**src/rtl/sram_arb_pkg.sv**
```systemverilog
// Shared constants and types for the two-requester 64x128 SRAM arbiter.
package sram_arb_pkg;

  localparam int AW = 6;
  localparam int DW = 128;
  localparam int BW = DW / 8;

  typedef struct packed {
    logic          we;
    logic [AW-1:0] addr;
    logic [BW-1:0] be;
    logic [DW-1:0] wdata;
  } sram_req_t;

  typedef enum logic {ST_INIT, ST_RUN} arb_state_e;

endpackage

```
**src/rtl/sram64x128_arb_if.sv**
```systemverilog
// Requester-side bus of the SRAM arbiter: request payload, ready handshake, read return.
interface sram64x128_arb_if;
  import sram_arb_pkg::*;

  logic          req;
  logic          ready;
  logic          we;
  logic [AW-1:0] addr;
  logic [BW-1:0] be;
  logic [DW-1:0] wdata;
  logic          rvalid;
  logic [DW-1:0] rdata;

  modport master (output req, we, addr, be, wdata, input ready, rvalid, rdata);
  modport slave  (input req, we, addr, be, wdata, output ready, rvalid, rdata);

endinterface

```
**src/rtl/rr_arb2.sv**
```systemverilog
// Two-way round-robin arbiter; the pointer names the preferred requester and moves only on a grant.
module rr_arb2 (
  input  logic       clk,
  input  logic       rstn,
  input  logic       en_i,
  input  logic [1:0] req_i,
  output logic [1:0] gnt_o
);

  logic ptr_q, ptr_d;

  // ptr_q=0 prefers requester 0; after a grant the other requester becomes preferred.
  always_comb begin
    gnt_o = 2'b00;
    if (en_i) begin
      if (&req_i) gnt_o = ptr_q ? 2'b10 : 2'b01;
      else        gnt_o = req_i;
    end
    ptr_d = ptr_q;
    if (|gnt_o) ptr_d = gnt_o[0];
  end

  always_ff @(posedge clk or negedge rstn) begin
    if (!rstn) ptr_q <= 1'b0;
    else       ptr_q <= ptr_d;
  end

endmodule

```
**src/rtl/sram64x128_arb.sv**
```systemverilog
// Round-robin sequencer for one single-port 64x128 byte-writable SRAM shared by two requesters.
// Define SRAM_ARB_INIT_EN to zero-fill the whole array after reset before accepting requests.
module sram64x128_arb
  import sram_arb_pkg::*;
(
  input  logic             clk,
  input  logic             rstn,
  sram64x128_arb_if.slave  m0,
  sram64x128_arb_if.slave  m1,
  output logic             init_done,
  output logic             sram_cs,
  output logic             sram_we,
  output logic [AW-1:0]    sram_a,
  output logic [BW-1:0]    sram_byte,
  output logic [DW-1:0]    sram_di,
  input  logic [DW-1:0]    sram_do
);

  sram_req_t  req0, req1, sel;
  logic [1:0] gnt;
  logic [1:0] rv_q, rv_d;
  logic       run;

`ifdef SRAM_ARB_INIT_EN
  arb_state_e    state_q, state_d;
  logic [AW-1:0] cnt_q, cnt_d;

  always_ff @(posedge clk or negedge rstn) begin
    if (!rstn) begin
      state_q <= ST_INIT;
      cnt_q   <= '0;
    end else begin
      state_q <= state_d;
      cnt_q   <= cnt_d;
    end
  end

  always_comb begin
    state_d = state_q;
    cnt_d   = cnt_q;
    if (state_q == ST_INIT) begin
      cnt_d = cnt_q + AW'(1);
      if (&cnt_q) state_d = ST_RUN;
    end
  end

  assign run = (state_q == ST_RUN);
`else
  assign run = 1'b1;
`endif

  assign init_done = run;

  rr_arb2 u_arb (
    .clk   (clk),
    .rstn  (rstn),
    .en_i  (run),
    .req_i ({m1.req, m0.req}),
    .gnt_o (gnt)
  );

  assign m0.ready = gnt[0];
  assign m1.ready = gnt[1];

  // Macro drive follows the granted requester; reads never assert byte enables.
  always_comb begin
    req0      = '{we: m0.we, addr: m0.addr, be: m0.be, wdata: m0.wdata};
    req1      = '{we: m1.we, addr: m1.addr, be: m1.be, wdata: m1.wdata};
    sel       = gnt[1] ? req1 : req0;
    sram_cs   = |gnt;
    sram_we   = sel.we;
    sram_a    = sel.addr;
    sram_byte = sel.we ? sel.be : '0;
    sram_di   = sel.wdata;
`ifdef SRAM_ARB_INIT_EN
    if (!run) begin
      sram_cs   = 1'b1;
      sram_we   = 1'b1;
      sram_a    = cnt_q;
      sram_byte = '1;
      sram_di   = '0;
    end
`endif
  end

  // The macro returns data one cycle after CS; remember which requester owns it.
  assign rv_d = gnt & {~m1.we, ~m0.we};

  always_ff @(posedge clk or negedge rstn) begin
    if (!rstn) rv_q <= 2'b00;
    else       rv_q <= rv_d;
  end

  assign m0.rvalid = rv_q[0];
  assign m1.rvalid = rv_q[1];
  assign m0.rdata  = sram_do;
  assign m1.rdata  = sram_do;

endmodule
```
**src/flat_wrapper.sv**
```systemverilog
// flat-port wrapper written by rule: the top's interface ports become plain ports
module sram64x128_arb_flat import sram_arb_pkg::*;
  (clk, rstn, init_done, sram_cs, sram_we, sram_a, sram_byte, sram_di, sram_do, m0_req, m0_we, m0_addr, m0_be, m0_wdata, m0_ready, m0_rvalid, m0_rdata, m1_req, m1_we, m1_addr, m1_be, m1_wdata, m1_ready, m1_rvalid, m1_rdata);
  sram64x128_arb_if m0_i ();
  sram64x128_arb_if m1_i ();
  input  logic clk;
  input  logic rstn;
  output logic init_done;
  output logic sram_cs;
  output logic sram_we;
  output logic [AW-1:0] sram_a;
  output logic [BW-1:0] sram_byte;
  output logic [DW-1:0] sram_di;
  input  logic [DW-1:0] sram_do;
  input wire logic [$bits(m0_i.req)-1:0] m0_req;
  input wire logic [$bits(m0_i.we)-1:0] m0_we;
  input wire logic [$bits(m0_i.addr)-1:0] m0_addr;
  input wire logic [$bits(m0_i.be)-1:0] m0_be;
  input wire logic [$bits(m0_i.wdata)-1:0] m0_wdata;
  output wire logic [$bits(m0_i.ready)-1:0] m0_ready;
  output wire logic [$bits(m0_i.rvalid)-1:0] m0_rvalid;
  output wire logic [$bits(m0_i.rdata)-1:0] m0_rdata;
  input wire logic [$bits(m1_i.req)-1:0] m1_req;
  input wire logic [$bits(m1_i.we)-1:0] m1_we;
  input wire logic [$bits(m1_i.addr)-1:0] m1_addr;
  input wire logic [$bits(m1_i.be)-1:0] m1_be;
  input wire logic [$bits(m1_i.wdata)-1:0] m1_wdata;
  output wire logic [$bits(m1_i.ready)-1:0] m1_ready;
  output wire logic [$bits(m1_i.rvalid)-1:0] m1_rvalid;
  output wire logic [$bits(m1_i.rdata)-1:0] m1_rdata;
  assign m0_i.req = m0_req;
  assign m0_i.we = m0_we;
  assign m0_i.addr = m0_addr;
  assign m0_i.be = m0_be;
  assign m0_i.wdata = m0_wdata;
  assign m0_ready = m0_i.ready;
  assign m0_rvalid = m0_i.rvalid;
  assign m0_rdata = m0_i.rdata;
  assign m1_i.req = m1_req;
  assign m1_i.we = m1_we;
  assign m1_i.addr = m1_addr;
  assign m1_i.be = m1_be;
  assign m1_i.wdata = m1_wdata;
  assign m1_ready = m1_i.ready;
  assign m1_rvalid = m1_i.rvalid;
  assign m1_rdata = m1_i.rdata;
  sram64x128_arb u_core (.clk(clk), .rstn(rstn), .m0(m0_i), .m1(m1_i), .init_done(init_done), .sram_cs(sram_cs), .sram_we(sram_we), .sram_a(sram_a), .sram_byte(sram_byte), .sram_di(sram_di), .sram_do(sram_do));
endmodule
```
**config.mk**
```make
export PLATFORM = sky130hd
export DESIGN_NAME = sram64x128_arb_flat
export DESIGN_NICKNAME = d
export VERILOG_FILES = /design/src/rtl/sram_arb_pkg.sv /design/src/rtl/sram64x128_arb_if.sv /design/src/rtl/rr_arb2.sv /design/src/rtl/sram64x128_arb.sv /design/src/flat_wrapper.sv
export SDC_FILE = /design/constraint.sdc
export NUM_CORES = 1
export LEC_CHECK = 0
export CAP_MARGIN = 20
export CORE_AREA = 2 2 329 331
export CTS_BUF_LIST = sky130_fd_sc_hd__clkbuf_2 sky130_fd_sc_hd__clkbuf_4 sky130_fd_sc_hd__clkbuf_8
export DETAILED_ROUTE_END_ITERATION = 8
export DIE_AREA = 0 0 331 333
export MAX_ROUTING_LAYER = met4
export PLACE_DENSITY_LB_ADDON = 0.25
export SETUP_SLACK_MARGIN = 0.4
export SYNTH_ARGS = -nofsm -noshare
export SYNTH_HDL_FRONTEND = slang
export SYNTH_SLANG_ARGS = --single-unit
```
**constraint.sdc**
```tcl
create_clock -name clk -period 2.29 [get_ports clk]
set_input_delay 0.458 -clock clk [delete_from_list [all_inputs] [get_ports clk]]
set_output_delay 0.458 -clock clk [all_outputs]
set_load 0.02 [all_outputs]
```
==> results.ini <==
[run_status]
status = finished with violations
violations = negative setup slack

[power_and_ir_drop]
p_int_mw = 1.64
fin_total_pwr_mw = 2.61
swShare = 0.371
ir_drop_mv = 0.119
leakage_nw = 3.78
clkPwrFrac = 0.062
cellPowerDensity_mw_per_mm2 = 269
power_switching_uw = 968
p_seq_frac = 0.024
combPwrFrac = 0.914

[cells_and_area]
areaGrowthSynthToFinish_pct = 142
final_cells = 2142
fin_nets = 1173
fillers = 12400
seq_area_um2 = 75.1
multi_input_area_mm2 = 0.00219
layout-drive-gt1-share = 0.505

[cts]
cts_tree = yes
htreeDepth = 1
clk_path_buf_depth = 2
clkLatencyLatePin_ns = 0.21
holdBufCountCts = 0
cts-buffers-inserted = 3
clk_pin_slew_ns = 0.03
cts_root_buffer = clkbuf_8
cts.sinks = 3

[global_route]
grt_first_pass_wirelength_um = 33300
antenna_found_initial = 4
grt_pass1_vias = 4816
grt_max_degree = 18
grt_usage = 0.0444
overflow = 0

[drt]
via_per_inst = 2.02
ant_nets = 0
drc = 0
routed_wl_um = 27800
avgRoutedWirePerCell_um = 13.0
vias = 4319
drt_iter0_markers = 39
firstDrtPassIters = 4

[placed_design]
gp_congestion = 0.758
hpwlAfterDp_um = 22900
dp_slack_ns = -0.793
dpl.cell_count = 2085
port_buffers = 461

[critical_path]
path_delay_family = buffers and inverters
start_kind = flip-flop
worstPathArrival_ns = 1.85
cpPeakStageDelay_ns = 0.40
crit_path_max_fanout = 8
slowest_stage = dfrtp_1
critPathKind = flip-flop to primary output
cp_cell_sequence = o21ai_4 -> buf_12 -> buf_16 -> buf_16 -> buf_12 -> buf_6 -> mux2i_2 -> buf_4
required_ns = 1.83
path_buf_inv = 6
crit_path_end_kind = primary output

[sta]
slew_violations = 0
layout_min_cycle_time_ns = 2.31
rsz0062_at_grt = true
clock_skew_ns = 0.00142
hold_viol_final = 0
fmax_mhz = 434
setup_violations = 4
fin_crit_sh = 1.01
finalWorstSetupSlack_ns = -0.0159

[synthesis]
synth_compound_area_frac = 0.00470
syn_area_mm2 = 0.00400
ys_dominant_reg_cell = dfrtp_1
synth_top_family_by_area = buffers and inverters
yosysMostFrequentCell = buf_4
synthTopCellsByArea = buf_4, mux2_2, mux2_1
synth_edf_count = 0
synth.net_count = 907
muxShareOfSynthArea = 0.420
synth_xor_xnor_area_share = 0
syn_inst = 473
synth_largest_area_cell = buf_4
avgSynthCellArea_um2 = 8.45
ys_seq_elements = 3
ys_top_cells_by_count = buf_4, mux2_2, mux2_1
synth_cell_types = 17
synth_warnings = 0
synth.top_cell.area_share = 0.485
synth-adder-area-share = 0
async_flop_share = 1.00
synth_simple_gate_area_share = 0.0351
seq_area_frac_synth = 0.0188

[floorplanning]
num_rows = 120
core_mm2 = 0.107
die_w_um = 331
die_area_mm2 = 0.110
pin_count = 847
die_y_um = 333
start_util = 0.0375

[flow_run]
maxCapViolCount = 0

[hold_path]
hp-class = input port to asynchronous set/reset pin

area by class of cell:
| cell class | count | share of cell area |
|---|---|---|
| Timing Repair Buffer | 538 | 0.579 |
| Sequential cell | 3 | 0.00775 |
| Multi-Input combinational cell | 191 | 0.226 |
| Tap cell | 1403 | 0.181 |
| Antenna cell | 1 | 0.000258 |
| Inverter | 2 | 0.000775 |
| Clock buffer | 4 | 0.00504 |
power by group through the flow:
stage	Clock (mW)	Combinational [mW]	Sequential, mW
after detailed placement	0	1.98	0.0626
after global placement	0	1.99	0.0624
final	0.163	2.39	0.0619
after global routing	0.175	2.51	0.0628
after floorplan	0	1.42	0.0656
after CTS	0.167	2.20	0.0623
per-stage QoR:
step	utilization	TNS, ns	cell area (um^2)	hold WS [ns]
floorplan	-	0	4030	0.162
global placement	0.0803	-101.72	8560	0.623
detailed placement	0.0803	-99.59	8560	0.623
CTS	0.0856	-4.24	9120	0.437
global route	0.0909	-4.77	9690	0.435
finish	0.0909	-0.0277	9690	0.437
cell families after synthesis:
| logic type | after synthesis |
|---|---|
| flops | 3 |
| other cells | 1 |
| simple gates | 36 |
| buf+inv | 279 |
| compound gates | 3 |
| mux | 151 |
per-layer routing:
layer  up-vias  share of wire  track usage  routed length, um
li1       1830              -            -                  -
met1      1876           0.32       0.0371               8840
met2       578           0.51       0.0856              14100
met3        35           0.16       0.0242               4320
met4         0          0.020      0.00748                551
met5         -              0            -                  0
placed cells by master (no fill, tap or decap), drive strengths merged, types with 3 or more instances in the layout:
cell type | synthesis | final
buf | 273 | 222
clkdlybuf4s50 | 0 | 304
dfrtp | 3 | 3
clkdlybuf4s15 | 0 | 4
clkbuf | 4 | 10
mux2i | 16 | 16
mux2 | 135 | 135
nand2 | 32 | 32
state kept, by name, indices dropped and copies added (netlist names):
| register | cells |
|---|---|
| u_core.rv_q | 2 |
| u_core.u_arb.ptr_q | 1 |
final timing paths:
check	from	end	slack (ns)	cells after the start
max in group asynchronous	rstn	u_core.u_arb.ptr_q	1.70	1
hold / removal	rstn	u_core.rv_q[1]	0.44	1
setup reg to reg	u_core.u_arb.ptr_q	u_core.rv_q[1]	0.94	7
min in group clk	m1_req	u_core.u_arb.ptr_q	0.58	3
setup / recovery	u_core.u_arb.ptr_q	sram_byte[14]	-0.02	8
hold reg to reg	u_core.u_arb.ptr_q	u_core.u_arb.ptr_q	0.62	2
repair_timing:
item                                    CTS  global route
cloned                                    6             4
endpoints found under the setup margin  154           153
pin swaps                                 1             1
buffers inserted                         36             6
resized for setup                       725           140
Note: power is estimated with default switching activity, not from simulation.
